$ cat config.mk
export PLATFORM = sky130hd
export DESIGN_NAME = serial_fullsub
export DESIGN_NICKNAME = d
export VERILOG_FILES = /design/src/rtl/serial_fullsub.sv
export SDC_FILE = /design/constraint.sdc
export NUM_CORES = 1
export LEC_CHECK = 0
export ABC_CLOCK_PERIOD_IN_PS = 1200
export BUFFER_PORTS_ARGS = -buffer_cell sky130_fd_sc_hd__buf_2
export CORE_ASPECT_RATIO = 0.8
export CORE_UTILIZATION = 30
export DETAILED_ROUTE_END_ITERATION = 8
export GPL_ROUTABILITY_DRIVEN = 0
export SLEW_MARGIN = 25
export SYNTH_ARGS = -nofsm -noshare
export SYNTH_HDL_FRONTEND = slang
export SYNTH_SLANG_ARGS = --single-unit
$ cat constraint.sdc
create_clock -name clk -period 1.2 [get_ports clk]
set_input_delay 0.24 -clock clk [delete_from_list [all_inputs] [get_ports clk]]
set_output_delay 0.24 -clock clk [all_outputs]
set_load 0.05 [all_outputs]
$ cat src/rtl/serial_fullsub.sv
// Bit-serial full subtractor: one difference bit per clock, LSB first, start/busy/done handshake.
// Optional SERIAL_FULLSUB_ADD_MODE_EN adds a mode input selecting full-adder operation.
module serial_fullsub #(
    parameter int WIDTH = 8
) (
    input  logic             clk,
    input  logic             rst,
    input  logic             start,
    input  logic [WIDTH-1:0] a,
    input  logic [WIDTH-1:0] b,
    input  logic             bin,
`ifdef SERIAL_FULLSUB_ADD_MODE_EN
    input  logic             mode,
`endif
    output logic             busy,
    output logic             done,
    output logic [WIDTH-1:0] diff,
    output logic             bout
);

    localparam int CW = $clog2(WIDTH) + 1;

    typedef enum logic [1:0] {
        IDLE  = 2'd0,
        SHIFT = 2'd1,
        DONE  = 2'd2
    } state_t;

    state_t           state;
    logic [WIDTH-1:0] opa;
    logic [WIDTH-1:0] opb;
    logic [WIDTH-1:0] sr;
    logic [CW-1:0]    cnt;
    logic             brw;
    logic             add_q;
    logic             d;
    logic             brw_next;

    // Single cell: subtract by default, add when the latched mode selects it.
    // NOTE: every always_comb output gets a default first so no path can infer a latch.
    always_comb begin
        d        = opa[0] ^ opb[0] ^ brw;
        brw_next = (~opa[0] & opb[0]) | (~(opa[0] ^ opb[0]) & brw);
        if (add_q) begin
            brw_next = (opa[0] & opb[0]) | ((opa[0] ^ opb[0]) & brw);
        end
    end

    // NOTE: sequential state uses non-blocking assignments so all flops update together.
    always_ff @(posedge clk) begin
        if (rst) begin
            state <= IDLE;
            opa   <= '0;
            opb   <= '0;
            sr    <= '0;
            cnt   <= '0;
            brw   <= 1'b0;
            add_q <= 1'b0;
            busy  <= 1'b0;
            done  <= 1'b0;
            diff  <= '0;
            bout  <= 1'b0;
        end else begin
            case (state)
                IDLE: begin
                    done <= 1'b0;
                    if (start) begin
                        opa   <= a;
                        opb   <= b;
                        brw   <= bin;
`ifdef SERIAL_FULLSUB_ADD_MODE_EN
                        add_q <= mode;
`else
                        add_q <= 1'b0;
`endif
                        sr    <= '0;
                        cnt   <= '0;
                        busy  <= 1'b1;
                        state <= SHIFT;
                    end
                end
                SHIFT: begin
                    sr  <= {d, sr[WIDTH-1:1]};
                    opa <= opa >> 1;
                    opb <= opb >> 1;
                    brw <= brw_next;
                    cnt <= cnt + 1'b1;
                    if (cnt == CW'(WIDTH - 1)) begin
                        // diff is written only here, never with partial bits.
                        diff  <= {d, sr[WIDTH-1:1]};
                        bout  <= brw_next;
                        done  <= 1'b1;
                        state <= DONE;
                    end
                end
                DONE: begin
                    done  <= 1'b0;
                    busy  <= 1'b0;
                    state <= IDLE;
                end
                default: begin
                    done  <= 1'b0;
                    busy  <= 1'b0;
                    state <= IDLE;
                end
            endcase
        end
    end

endmodule

* Word-level counts from Yosys, hierarchy flattened *
Index checks and enable logic that the tools add are counted.

storage, ports and cells
  bits in registers = 42
  bits in latches = 0
  bits in writable memories = 0
  memory bits (read-only) = 0
  input port bits = 20
  output and inout port bits = 11
  memories = 0

cells by class
  $add $sub $neg = 1
  multiply operators = 0
  div/mod/pow operators = 0
  $lt $le $gt $ge = 0
  eq/ne operators = 4
  shifts and indexed selects = 0
  muxes and demuxes = 15
  bitwise logic cells = 8
  reduce and logical (&&, ||, !) cells = 7

operators by type and width
  cell                 number
  $pmux 8 s2           3
  $mux 8               3
  $pmux 4 s2           1
  $reduce_and 2->1     4
  $add 4x1->4 const B  1
  $eq 4x3->1 const B   1
  $mux 2               2
  $mux 4               1
  $ne 2x2->1 const B   2
  $pmux 1 s2           2
  $pmux 2 s2           1
  $not 1->1            3
  $and 1x1->1          2
  $eq 2x1->1 const B   1
  $logic_not 2->1      1
  $mux 1               2
  $reduce_bool 2->1    1
  $reduce_or 2->1      1
  $xor 1x1->1          2
  $or 1x1->1           1

* Depth between registers and ports, before layout *
Gate-level depths: netlist of run 1.

  word-level depth = 5
  depth in mapped cells = 5

* Worst setup path before layout of run 1 *
No wires, ideal clock.

  path type = register to register
  start = reg cnt[0]
  end = reg diff[0]
  library setup time = 0.116 ns
  arrival time = 1.191 ns
  data required time = 1.084 ns
  path slack = -0.106 ns
  cell stages (with the launch flop) = 6
  buffers on the path = 1
  path through = dfxtp_1 -> ha_1 -> and3b_4 -> and2_1 -> buf_6 -> a31o_1

on the way
  cells in the longest elaborated chain, start to end = 2

RTL lines
  item                        line  text
  from (decl)                 33    logic [CW-1:0] cnt;
  from (signal assigned)      87    cnt <= cnt + 1'b1;
  $eq 4x3->1                  88    if (cnt == CW'(WIDTH - 1)) begin
  $reduce_and 2->1 (no line)  --
  to (signal assigned)        90    diff <= {d, sr[WIDTH-1:1]};
  to (decl)                   17    output logic [WIDTH-1:0] diff,

Every way passes these cells.
A chain may end at the register's enable or synchronous reset.

* Worst setup path after layout of run 1 *
  start = reg cnt[1]
  end = reg diff[6]

Same word-level chain as after synthesis.

==> results of run 1 <==
[logic make-up after synthesis]
group,count (synthesis)
and+or+nand+nor,38
DFF,41
adders and majority gates,2
AOI/OAI and AO/OA,80
buffers and inverters,20
[routing by layer]
layer / GRT usage [%] / vias to the layer above / part of all wire (%)
met4: 6.74 / 0 / 1.4
met5: 0 / - / 0
met3: 3.19 / 5 / 2.2
met2: 22.4 / 18 / 44
li1: - / 779 / -
met1: 21.5 / 736 / 53
[layout make-up]
class,count,share of cell area [%]
timing repair buffer,61,16.6
multi-input combinational,122,38.1
sequential,41,35.8
clock buffer,7,4.15
tap,78,4.20
inverter,6,0.969
clock inverter,1,0.215
[worst max-delay path: cells and delay by family, from the launching register on]
family	cells	cell delay [ns]
AOI/OAI and AO/OA	1	0.21
adders and majority gates	1	0.16
DFF	1	0.34
and+or+nand+nor	2	0.38
[stage by stage]
stage                     util [%]  setup WS, ns  TNS (ns)  hold WS, ns
after global routing          41.8       -0.0355    -0.147        0.241
after detailed placement      38.2       -0.0355    -0.243        0.450
after CTS                     41.1       0.00118         0        0.183
after global placement        38.2      -0.00866   -0.0563        0.439
final                         41.8       0.00173         0        0.192
after floorplan                  -       -0.0168    -0.134        0.388
[cell usage in the layout, fill, tap and decap left out, types with 2 or more instances in the layout]
cell type | synthesis | routed
dfxtp_1 | 41 | 35
inv_1 | 6 | 4
inv_2 | 0 | 2
o21ai_0 | 13 | 13
nand2_1 | 5 | 4
nand2b_1 | 8 | 8
a31o_1 | 8 | 8
buf_2 | 2 | 30
clkbuf_8 | 0 | 7
and2_4 | 0 | 2
a22oi_1 | 2 | 2
a22o_1 | 8 | 8
o22ai_1 | 5 | 5
nand3_1 | 2 | 2
o2bb2ai_1 | 9 | 9
buf_4 | 3 | 30
dfxtp_2 | 0 | 5
a21oi_1 | 23 | 23
nor2_1 | 13 | 13
a221oi_2 | 0 | 2
a211oi_1 | 2 | 2
[worst max path at each step]
stage / depth (start not counted) / start / end
floorplan: 5 / cnt[0] / diff[3]
global placement: 4 / cnt[1] / diff[0]
detailed placement: 5 / opb[0] / brw
CTS: 3 / cnt[1] / state[0]
global route: 5 / brw / brw
finish: 4 / cnt[1] / diff[6]
[report_power, final]
part / switching, W / internal [W] / leakage, nW / total (W)
Combinational: 0.000200 / 0.000191 / 0.573 / 0.000392
Sequential: 0.0000374 / 0.00142 / 0.338 / 0.00146
Clock: 0.000476 / 0.000520 / 0.0542 / 0.000996
Total: 0.000714 / 0.00214 / 0.966 / 0.00285
[sequential cells by signal, indices dropped and copies added, names as in the netlist]
signal  cells
diff        8
state       2
cnt         4
done        1
opb         8
opa         8
sr          7
brw         1
bout        1
busy        1
[repair_timing]
action | CTS | global route
gates resized for setup | 8 | 10
pin swaps | 0 | 6
setup buffers | 3 | 1
setup endpoints to repair | 23 | 17
hold buffers | 0 | 0
gates cloned | 2 | 0
hold endpoints to repair | 0 | 0
==> metrics.md, run 1 <==
| Metric | Value |
|---|---|
| Top_reg_cell synth | dfxtp_1 |
| Maximum vdd drop | 0.576 mV |
| Critical R2R Launch | cnt[1] |
| Mapped Avg Cell Area | 9.71 um2 |
| Fillcell total | 563 |
| HP Class | primary input to register |
| Vias/cell | between 4 and 5 |
| First-pass iteration count of the detailed router | 4 |
| Normalized max-slew margin | between 70% and 80% |
| R2r endpoint | diff[6] |
| Max-cap viol count | 0 |
| Clock sinks | just over 40 |
| Clock Skew | approximately 0.006 ns |
| H-tree Lvls | 2 |
| Min-Delay Endpoint | opa[7] |
| Ports | 31 |
| Chip height | about 70 um |
| FF/Latch Area | ~830 um2 |
| Synth top area share | 46.7% |
| Final period utilization | between 90 and 100% |
| Clk buf depth | 2 |
| Cell Area, Placed | roughly 2100 um2 |
| Pwr Total | 0.00285 W |
| Worst-Skew Late Latency | 0.30 ns |
| Vias | roughly 1500 |
| Post-synthesis mux area share | 0% |
| Site Rows | 24 |
| Leading cell types by count after synthesis | 41 x dfxtp_1, 23 x a21oi_1, 13 x nor2_1, 13 x o21ai_0, 9 x o2bb2ai_1 |
| Multi-input gate area | slightly below 900 um2 |
| Worst setup EP type | register |
| Gate Count Post-Synth | 181 |
| I/O Buffers | 30 |
| RSZ-0062 raised after global routing | true |
| Largest family of logic cells by synthesized area | compound AO/OA/AOI/OAI gates |
| Synth Register Bits | 41 |
| Initial antenna violation count | 0 |
| Clk Tree Root Cell | clkbuf_8 |
| Post-Synth XOR/XNOR Area | 0% |
| CP cell instances | ha_4, and3b_4, and2_4, a31o_1 |
| CP peak stage delay | around 0.34 ns |
| Post-Syn Area | ~1800 um2 |
| Worst-Margin Slew | 0.307 ns |
| Post-Place Cells | roughly 300 |
| Critical Path Fanout Max | 8 |
| Async SR Flop Fraction | 0% |
| CP required | 1.39 ns |
| Cell with the most instances after synthesis | dfxtp_1 |
| Internal reg-to-reg setup slack | approximately 0.0017 ns |
| Iteration-0 DRC Markers | 98 |
| First-pass GRT wire length | 7150 um |
| CP Launch Type | register |
| Compound-Gate Fraction of Synth Area | 31.8% |
| Post-route ant nets | 0 |
| Setup CP Type | register to register |
| Synth Area in Simple Gates | roughly 12% |
| Core area | roughly 5600 um2 |
| Residual DRC | 0 |
| Synth cell types | 38 |
| Status | complete, no violations |
| Die W | 87.6 um |
| Share of cells above drive strength 1 | 40.8% |
| FMAX | ~830 MHz |
| Drt wl/cell | 13.3 um |
| Largest net degree at the start of global routing | 19 |
| Diodes inserted | 0 |
| Non-filler cells, final | 316 |
| Layout Nets | roughly 260 |
| Cts bufs inserted | 5 |
| Largest area contributor in the netlist | dfxtp_1 |
| Syn. warnings | 0 |
| Gr usage total | between 15 and 20% |
| Vias in the first global route | about 1500 |
| Syn Nets | around 200 |
| Leakage | 0.966 nW |
| Die area | slightly above 6000 um2 |
| CTS tree | done |
| Ranking of synthesized cells by area | dfxtp_1 47%, a21oi_1 6.6%, o2bb2ai_1 4.5% |
| Grt ovf | 0 |
| Initial core utilization | a little under a third |
| Post-Synth Adder-Cell Area | about 1.9% |
| Min cycle time layout | 1.20 ns |
| Pins over their slew limit | 0 |
| DRT Wirelength | between 4000 and 5000 um |
| Final hold violations | 0 |
| EDFF count, synth | 0 |
| Hold Path Depth | 3 |
| Hpwl dp | between 2000 and 3000 um |
| Clock slew seen by the registers of the worst setup and hold paths | approximately 0.080 ns |
| Final setup violation count | 0 |
| Worst path slowest cell | dfxtp_2 |
| Worst Path Arrival | ~1.4 ns |
| Area Growth Syn to Fin | 32.3% |
| Register area share after synthesis | roughly 47% |
| R2R depth | 4 |
| Hold path startpoint | a[7] |
| Power density over the cells | ~1200 nW/um2 |
| Finished Cell Area | 2320 um2 |
Note: power is estimated with default switching activity, not from simulation.
==> inputs of run 2 (changes only) <==
- GPL_ROUTABILITY_DRIVEN: 0 -> default
- PLACE_DENSITY_LB_ADDON: default -> 0.05
==> run 2 against run 1 <==
  * The flow now finishes with violations (setup timing)
  * Sequential share of layout area grew 0.39 points
  * Die area unchanged
  * Utilization decreased by 0.45 points
  * Routed wire length is 12% higher
  * Register-to-register slack about the same
  * Design area decreased by 1.1%
  * Count of clock-buffer cells in the layout increased by 1
  * Clock skew down 0.0020 ns
  * Critical endpoint is now diff[5]
==> metrics.md, run 2 (synthesis results as in run 1) <==
| Metric | Value |
|---|---|
| Status | finished, violations left |
| Failing checks | setup timing |
| Worst path slowest cell | dfxtp_2 |
| Final setup violation count | 6 (+6) |
| Layout Nets | 255 (-1.5%) |
| R2R depth | 4 (unchanged) |
| Largest net degree at the start of global routing | 23 (+4) |
| Setup CP Type | register to register |
| TNS Setup | -0.0260 ns (-0.0260 ns) |
| Normalized max-slew margin | 76.4% (-3.2 points) |
| Sequential share of power | 53.4% (+2.1 points) |
| Diodes inserted | 0 (unchanged) |
| NetSw | 0.000712 W (-0.25%) |
| Post-Place Cells | 301 (-0.33%) |
| Min-Delay Endpoint | opa[7] |
| Gr usage total | 17.4% (+2.0 points) |
| Hold path startpoint | a[7] |
| Cts bufs inserted | 5 (unchanged) |
| Clock Power Share | 32.2% (-2.8 points) |
| HP Class | primary input to register |
| Chip height | 70.4 um (unchanged) |
| Worst Slack Setup Final | -0.0114 ns (-0.0131 ns) |
| Post-route ant nets | 0 (unchanged) |
| Final hold violations | 0 (unchanged) |
| Final GP Congestion | approximately 0.67 |
| RSZ-0062 raised after global routing | true |
| Commonest non-fill, non-tap cell in the layout | dfxtp_1 |
| Critical Path Fanout Max | 8 (unchanged) |
| Ports | 31 (unchanged) |
| R2r endpoint | diff[5] |
| Leakage | 0.932 nW (-3.5%) |
| Core area | 5560 um2 (unchanged) |
| DRT Wirelength | 4720 um (+12%) |
| Iteration-0 DRC Markers | 129 (+32%) |
| Worst Path Arrival | 1.40 ns (about the same) |
| Final period utilization | 101% (+1.1 points) |
| H-tree Lvls | 2 (unchanged) |
| Internal reg-to-reg setup slack | -0.01 ns (about the same) |
| Int Pwr | 0.00203 W (-4.9%) |
| CP cell instances | ha_4, and3b_4, and2_4, a31o_1 |
| Critical R2R Launch | cnt[1] |
| First-pass GRT wire length | 8120 um (+14%) |
| Drt wl/cell | 15.1 um (+13%) |
| Maximum vdd drop | 0.408 mV (-29%) |
| Non-filler cells, final | 312 (-1.3%) |
| CTS tree | done |
| Initial core utilization | 31.6% (unchanged) |
| CTS Hold Bufs | 0 (unchanged) |
| Clock slew seen by the registers of the worst setup and hold paths | 0.08 ns (about the same) |
| CP peak stage delay | 0.34 ns (about the same) |
| Clock sinks | 41 (unchanged) |
| Pins over their slew limit | 0 (unchanged) |
| Vias | 1579 (+2.7%) |
| FMAX | 826 MHz (-1.1%) |
| Comb power frac | 14.4% (+0.7 points) |
| Clk Tree Root Cell | clkbuf_8 |
| Max-cap viol count | 0 (unchanged) |
| Power density over the cells | 1190 nW/um2 (-2.7%) |
| CP Launch Type | register |
| First-pass iteration count of the detailed router | 4 (unchanged) |
| Hpwl dp | 3150 um (+13%) |
| Hold Path Depth | 3 (unchanged) |
| Sw frac | 25.9% (+0.90 points) |
| Residual DRC | 0 (unchanged) |
| Worst-Skew Late Latency | 0.29 ns (about the same) |
| Clock Skew | 0.00390 ns (-0.00205 ns) |
| Die area | 6170 um2 (unchanged) |
| Die W | 87.6 um (unchanged) |
| CP required | 1.38 ns (about the same) |
| Hold slack | 0.190 ns (-0.00188 ns) |
| Vias/cell | 5.06 (+4.0%) |
| Share of cells above drive strength 1 | 37.6% (-3.1 points) |
| Grt ovf | 0 (unchanged) |
| Final Util | 41.4% (-0.45 points) |
| Min cycle time layout | 1.21 ns (+0.0131 ns) |
| Clk buf depth | 2 (unchanged) |
| I/O Buffers | 30 (unchanged) |
| Pwr Total | 0.00274 W (-3.7%) |
| Initial antenna violation count | 0 (unchanged) |
| Vias in the first global route | 1606 (+8.5%) |
| Largest registers | diff (8), opa (8), opb (8) |
| Commonest cells after routing, fill and taps aside | 35 x dfxtp_1, 29 x buf_2, 23 x a21oi_1, 23 x buf_4 |
| Worst setup EP type | register |
| Site Rows | 24 (unchanged) |
| Worst-Margin Slew | 0.355 ns (+0.0473 ns) |
| Area Growth Syn to Fin | 30.8% |
[run 2: metal layers]
layer | vias up | wire length (um) | global-route usage (%)
met1 | 766 | 2530 | 26.8
met4 | 0 | 19 | 4.37
met3 | 2 | 182 | 4.02
met2 | 40 | 1980 | 23.8
met5 | - | 0 | 0
li1 | 771 | - | -
[run 2: stage by stage]
step                setup WS (ns)  cell area (um2)
finish                    -0.0114             2300
global route              -0.0430             2300
floorplan                 -0.0168             1770
CTS                      -0.00691             2260
detailed placement        -0.0836             2130
global placement          -0.0698             2130
[run 2: how the worst max path moves through the flow]
stage                   end  slack [ns]  startpoint  cells past startpoint
global route        diff[5]       -0.04      cnt[1]                      4
floorplan           diff[3]       -0.02      cnt[0]                      5
detailed placement   cnt[3]       -0.08    state[0]                      4
CTS                 diff[5]      -0.007      cnt[1]                      4
global placement     cnt[3]       -0.07    state[0]                      4
finish              diff[5]       -0.01      cnt[1]                      4
[run 2: layout make-up]
type / count / area, um2
clock buffer: 8 / 80.1
tap: 78 / 97.6
sequential: 41 / 831
timing repair buffer: 57 / 383
fill: 550 / 3260
inverter: 6 / 26.3
multi-input combinational: 122 / 881
[run 2: power groups by stage]
stage / sequential, W / clock (W) / combinational [W]
floorplan: 0.00149 / 0 / 0.000220
global placement: 0.00149 / 0 / 0.000362
detailed placement: 0.00149 / 0 / 0.000369
CTS: 0.00146 / 0.000902 / 0.000383
global route: 0.00147 / 0.000956 / 0.000444
finish: 0.00147 / 0.000882 / 0.000396
[run 2: what timing repair did]
action	4_1_cts	5_1_grt
setup endpoints to repair	35	28
buffers inserted	1	0
pin swaps	1	5
hold endpoints to repair	0	0
gates cloned	2	0
resized for setup	8	12
[run 2: worst max-delay path: cells and delay by family (launching register included)]
family / cells / cell delay [ns]
AOI/OAI and AO/OA: 1 / 0.22
and+or+nand+nor: 2 / 0.39
adders and majority gates: 1 / 0.16
DFF: 1 / 0.34
